--- config.mk ---
export PLATFORM = sky130hd
export DESIGN_NAME = instr_encoder
export DESIGN_NICKNAME = d
export VERILOG_FILES = /design/src/rtl/instr_encoder.sv
export SDC_FILE = /design/constraint.sdc
export NUM_CORES = 1
export LEC_CHECK = 0
export BUFFER_PORTS_ARGS = -buffer_cell sky130_fd_sc_hd__buf_2
export CORE_UTILIZATION = 55
export DETAILED_ROUTE_END_ITERATION = 6
export PLACE_DENSITY = 0.79
export SLEW_MARGIN = 10
export SYNTH_ARGS = -nofsm -noshare
export SYNTH_HDL_FRONTEND = slang
export SYNTH_SLANG_ARGS = --single-unit
--- constraint.sdc ---
create_clock -name clk -period 7.2 [get_ports clk]
set_clock_uncertainty 0.05 [all_clocks]
set_input_delay 1.08 -clock clk [delete_from_list [all_inputs] [get_ports clk]]
set_output_delay 1.08 -clock clk [all_outputs]
set_load 0.01 [all_outputs]
--- src/rtl/instr_encoder.sv ---
// instr_encoder
//   Packs RV32I instruction fields into 32-bit machine words and buffers them,
//   each tagged with its instruction-memory byte address, in a 2-entry FIFO.
//   Opcodes outside the supported set are accepted and dropped. They raise a
//   sticky error flag and bump a saturating error counter.
//
// Ports
//   clk, rst        : clock and synchronous active-high reset
//   flush           : synchronous clear of FIFO, address counter and error state
//   in_valid/ready  : input handshake for one field set
//   opcode..imm     : instruction fields, sampled only on acceptance
//   out_valid/ready : output handshake for the FIFO head
//   instruction     : encoded word at the FIFO head
//   addr            : byte address of the FIFO head word
//   err, err_cnt    : sticky illegal-opcode flag and saturating illegal count
module instr_encoder #(
  parameter logic [31:0] BASE_ADDR = 32'h0000_0000
) (
  input  logic        clk,
  input  logic        rst,
  input  logic        flush,
  input  logic        in_valid,
  output logic        in_ready,
  input  logic [6:0]  opcode,
  input  logic [4:0]  rd,
  input  logic [2:0]  funct3,
  input  logic [4:0]  rs1,
  input  logic [4:0]  rs2,
  input  logic [6:0]  funct7,
  input  logic [31:0] imm,
  output logic        out_valid,
  input  logic        out_ready,
  output logic [31:0] instruction,
  output logic [31:0] addr,
  output logic        err,
  output logic [7:0]  err_cnt
);

  localparam logic [6:0] OP_R      = 7'b0110011;
  localparam logic [6:0] OP_LOAD   = 7'b0000011;
  localparam logic [6:0] OP_IMM    = 7'b0010011;
  localparam logic [6:0] OP_JALR   = 7'b1100111;
  localparam logic [6:0] OP_SYSTEM = 7'b1110011;
  localparam logic [6:0] OP_STORE  = 7'b0100011;
  localparam logic [6:0] OP_BRANCH = 7'b1100011;
  localparam logic [6:0] OP_LUI    = 7'b0110111;
  localparam logic [6:0] OP_AUIPC  = 7'b0010111;
  localparam logic [6:0] OP_JAL    = 7'b1101111;

  logic [31:0] inst_mem [2];
  logic [31:0] addr_mem [2];
  logic        wr_ptr;
  logic        rd_ptr;
  logic [1:0]  count;
  logic [31:0] pc;
  logic        err_q;
  logic [7:0]  err_cnt_q;

  logic [31:0] enc_word;
  logic        legal;
  logic        accept;
  logic        push;
  logic        pop;

  // Field packing per instruction format. Shift-immediates (slli/srli/srai)
  // carry funct7 in the upper bits instead of imm[11:5].
  always_comb begin
    enc_word = '0;
    legal    = 1'b1;
    case (opcode)
      OP_R:
        enc_word = {funct7, rs2, rs1, funct3, rd, opcode};
      OP_LOAD, OP_JALR, OP_SYSTEM:
        enc_word = {imm[11:0], rs1, funct3, rd, opcode};
      OP_IMM:
        if (funct3 == 3'b001 || funct3 == 3'b101)
          enc_word = {funct7, imm[4:0], rs1, funct3, rd, opcode};
        else
          enc_word = {imm[11:0], rs1, funct3, rd, opcode};
      OP_STORE:
        enc_word = {imm[11:5], rs2, rs1, funct3, imm[4:0], opcode};
      OP_BRANCH:
        enc_word = {imm[12], imm[10:5], rs2, rs1, funct3, imm[4:1], imm[11], opcode};
      OP_LUI, OP_AUIPC:
        enc_word = {imm[31:12], rd, opcode};
      OP_JAL:
        enc_word = {imm[20], imm[10:1], imm[11], imm[19:12], rd, opcode};
      default:
        legal = 1'b0;
    endcase
  end

  // in_ready ignores out_ready on purpose: a full buffer never takes a word
  // even when the head leaves in the same cycle.
  assign in_ready  = (count < 2'd2) && !flush && !rst;
  assign out_valid = (count != 2'd0) && !rst;
  assign accept    = in_valid && in_ready;
  assign push      = accept && legal;
  assign pop       = out_valid && out_ready;

  assign instruction = rst ? 32'h0 : inst_mem[rd_ptr];
  assign addr        = rst ? BASE_ADDR : addr_mem[rd_ptr];
  assign err         = err_q && !rst;
  assign err_cnt     = rst ? 8'h00 : err_cnt_q;

  // Storage array, no reset needed: entries are only read once count says so.
  always_ff @(posedge clk) begin
    if (push) begin
      inst_mem[wr_ptr] <= enc_word;
      addr_mem[wr_ptr] <= pc;
    end
  end

  // Pointers, occupancy, address counter and error state. Flush shares the
  // reset path so it wins over any same-cycle push or pop.
  always_ff @(posedge clk) begin
    if (rst || flush) begin
      wr_ptr    <= 1'b0;
      rd_ptr    <= 1'b0;
      count     <= 2'd0;
      pc        <= BASE_ADDR;
      err_q     <= 1'b0;
      err_cnt_q <= 8'h00;
    end else begin
      if (push) begin
        wr_ptr <= ~wr_ptr;
        pc     <= pc + 32'd4;
      end
      if (pop)
        rd_ptr <= ~rd_ptr;
      case ({push, pop})
        2'b10:   count <= count + 2'd1;
        2'b01:   count <= count - 2'd1;
        default: count <= count;
      endcase
      if (accept && !legal) begin
        err_q <= 1'b1;
        if (err_cnt_q != 8'hFF)
          err_cnt_q <= err_cnt_q + 8'd1;
      end
    end
  end

endmodule

==> impl_metrics.tcl <==
set metrics [dict create \
    die_w_um 119.2 \
    seq_area_frac_synth 0.6091 \
    report.final.setup_viol 0 \
    detailed_place.area_sq_um 8381 \
    maximum_number_of_pins_on_one_net_before_global_route_repair 77 \
    syn-instance-count 638 \
    layout.filler_cells 971 \
    gr-total-overflow 0 \
    power.switching_fraction 0.2020 \
    worst_pin_slew_ns 1.101 \
    place.detailed.hpwl_um 11600 \
    wire_length_of_the_first_global_routing_pass_um 27410 \
    routed-via-count 5667 \
    cts.hold.buffers_added 0 \
    cts_post_setup_buffers_inserted 0 \
    holdCritStartpoint "err_q$_SDFFE_PP0P_" \
    timing.critical_path.fanout_max 76 \
    core-area_sq_um 13350 \
    mostFrequentLayoutCell "sky130_fd_sc_hd__buf_2" \
    max-vdd-ir-drop_mv 0.1324 \
    start_util 0.5664 \
    clkSinkCount 168 \
    totalPowerFinal_w 0.002072 \
    post-route-period-util 0.6062 \
    grtUsageTotal 0.2497 \
    avgSynthCellArea_sq_um 11.85 \
    power.sequential.fraction 0.498 \
    cell_area_synth_sq_um 7560 \
    critical-path-slowest-cell "sky130_fd_sc_hd__and2_2" \
    total_clock_buffers_created_by_cts 17 \
    critical_path_buf_inv_count 3 \
    final.hold.worst_slack_ns 0.4250 \
    final_max_slew_viol_count 0 \
    drv_cap 0 \
    achievable-frequency_mhz 229.1 \
    totalWireLength_um 17380 \
    worst_setup_hold_path_clk_slew_ns 0.06 \
    switching_power_w 0.0004185 \
    slowest_delay_ns 0.95 \
    postSynth.asyncResetShare 0 \
    final_cell_area_sq_um 9027 \
    cts-resized-gates 0 \
    run_status "completed" \
    flow.area_growth_from_synthesis_pct 19.41 \
    clock-root-buffer "sky130_fd_sc_hd__clkbuf_16" \
    die_area_sq_um 14220 \
    ctsHtreeMaxLevel 4 \
    grt_pass1_vias 5522 \
    avgRoutedWirePerCell_um 18.16 \
    cp-start-kind "input port" \
    powerDensity_nw_per_um2 229.5 \
    fin_tns_setup_ns 0 \
    part_of_the_total_power_dissipated_in_the_clock_network 0.455 \
    intPower_w 0.001653 \
    diodes 0 \
    finalHoldViolCount 0 \
    final_period_minus_worst_setup_slack_ns 4.364 \
    final_net_count 840 \
    drc 0 \
    timing.setup.critical_path_class "input port to register" \
    end_kind "register" \
    via_per_inst 5.922 \
    crit_family "simple AND/OR/NAND/NOR gates" \
    worstSkewPairLatency_ns 0.42 \
    yosysWarningCount 0 \
    number_of_core_rows 42 \
    cts_tree "yes" \
    iteration_0_drc_count_of_the_detailed_router 480 \
    p_leak_nw 3.162 \
    ios 144 \
    number_of_buffers_added_on_ports 141 \
    place_ws_ns 2.157 \
    worst_r2r_startpoint "count[1]$_SDFFE_PP0P_" \
    worst_ep_required_time_ns 7.24 \
    path_cells "buf_2, buf_4, nor4b_1, nand2_1, a21oi_1, and2_2, buf_4" \
    ctsLongestPathBuffers 2 \
    gp_congestion 0.9069 \
    synth_cell_type_count 57 \
    setup_repair_after_global_routing_missed_its_margin "no" \
    die_h_um 119.2 \
    finalWorstSetupSlack_ns 2.836 \
    synthFlopType "sky130_fd_sc_hd__edfxtp_1" \
    layout_common_cells "sky130_fd_sc_hd__buf_2 (141), sky130_fd_sc_hd__edfxtp_1 (124), sky130_fd_sc_hd__nor2_1 (96), sky130_fd_sc_hd__mux2i_1 (67), sky130_fd_sc_hd__dfxtp_1 (43)" \
    antenna_found_initial 0 \
    synth_seq_cells 168 \
    power_frac_comb 0.046 \
    holdCritPathClass "register to register" \
    antenna_violating_nets_post_route 0 \
    max_slew_headroom 0.2585 \
    first_pass_iters 7 \
    worstPathArrival_ns 4.41 \
    critical_path.startpoint "rst" \
    path_common_cell "sky130_fd_sc_hd__buf_4" \
    drive_gt1_frac 0.2484 \
    number_of_flops_mapped_to_enable_cells_by_yosys 124 \
]
path summary, 6_finish.rpt:
kind	endpoint	cells past startpoint	slack (ns)
max	inst_mem[1][8]$_DFFE_PP_	7	2.84
min	err_q$_SDFFE_PP0P_	2	0.42
max reg2reg	inst_mem[1][8]$_DFFE_PP_	5	3.66
min reg2reg	err_q$_SDFFE_PP0P_	2	0.42
final cells by class:
type / count / area (sq um) / area share
clock inverters: 10 / 141.4 / 0.01566
well taps: 176 / 220.2 / 0.02439
flip-flops and latches: 168 / 4608 / 0.5105
repair buffers: 145 / 748.2 / 0.08288
multi-input cells: 418 / 2756 / 0.3053
clock buffers: 22 / 485.5 / 0.05378
inverters: 18 / 67.56 / 0.007484
layer usage:
metal | GRT usage | wire, um
met4 | 0.07991 | 247
met1 | 0.3133 | 7279
met5 | 0 | 0
met3 | 0.04789 | 1300
met2 | 0.4339 | 8556
power groups by stage:
stage          Sequential (W)  Clock [W]  Combinational (W)
2_1_floorplan         0.00105          0          0.0000522
3_5_place_dp          0.00105          0          0.0000943
4_1_cts               0.00103   0.000951          0.0000950
3_3_place_gp          0.00105          0          0.0000916
6_report              0.00103   0.000944          0.0000961
5_1_grt               0.00103   0.000991           0.000104
logic make-up (layout without fill, tap and decap cells):
group | after synthesis | in the layout | synth area share
and+or+nand+nor | 216 | 216 | 0.1420
xor gates and xnor gates | 15 | 15 | 0.01738
muxes | 68 | 68 | 0.09020
adders and majority gates | 3 | 3 | 0.004966
buffers and inverters | 53 | 195 | 0.02797
DFF | 168 | 168 | 0.6091
AOI/OAI and AO/OA | 114 | 114 | 0.1079
other | 1 | 2 | 0.0004960
through the flow:
stage,std cells,util
after detailed placement,924,0.6279
final,957,0.6763
after global routing,957,0.6763
after global placement,924,0.6279
after floorplan,639,-
after CTS,956,0.6748
tightest hold or removal path: cells and delay by family, from the launching register on:
family	cells	cell delay, ns
flops	1	0.33
compound gates	1	0.04
simple gates	1	0.07
synthesized netlist by cell type, types with 3 or more instances:
library cell | number | area (sq um)
sky130_fd_sc_hd__clkbuf_1 | 22 | 82.58
sky130_fd_sc_hd__nand3_1 | 15 | 75.07
sky130_fd_sc_hd__nor3_1 | 9 | 45.04
sky130_fd_sc_hd__mux2i_1 | 67 | 670.6
sky130_fd_sc_hd__edfxtp_1 | 124 | 3724
sky130_fd_sc_hd__a22o_1 | 17 | 148.9
sky130_fd_sc_hd__a21oi_1 | 33 | 165.2
sky130_fd_sc_hd__dfxtp_1 | 44 | 880.8
sky130_fd_sc_hd__nand2_1 | 24 | 90.09
sky130_fd_sc_hd__o21ai_0 | 21 | 105.1
sky130_fd_sc_hd__nand4_1 | 12 | 75.07
sky130_fd_sc_hd__or3_1 | 16 | 100.1
sky130_fd_sc_hd__xor2_1 | 3 | 26.28
sky130_fd_sc_hd__buf_1 | 7 | 26.28
sky130_fd_sc_hd__inv_1 | 17 | 63.81
sky130_fd_sc_hd__and3_1 | 3 | 18.77
sky130_fd_sc_hd__a21o_1 | 5 | 37.54
sky130_fd_sc_hd__and2_1 | 3 | 18.77
sky130_fd_sc_hd__a222oi_1 | 7 | 70.07
sky130_fd_sc_hd__or4_1 | 5 | 37.54
sky130_fd_sc_hd__xnor2_1 | 12 | 105.1
sky130_fd_sc_hd__buf_2 | 4 | 20.02
sky130_fd_sc_hd__a2111oi_0 | 6 | 52.55
sky130_fd_sc_hd__o31ai_1 | 7 | 52.55
sky130_fd_sc_hd__or2_2 | 5 | 31.28
sky130_fd_sc_hd__nor2_1 | 97 | 364.1
sky130_fd_sc_hd__nor2b_1 | 12 | 75.07
sky130_fd_sc_hd__ha_1 | 3 | 37.54
registers in the layout, indices dropped and copies added, names as in the netlist, named ones only:
register	count
err_q	1
pc	30
count	2
rd_ptr	1
inst_mem	64
wr_ptr	1
addr_mem	60
err_cnt_q	8
No activity file was read; power rests on OpenSTA's default activity.
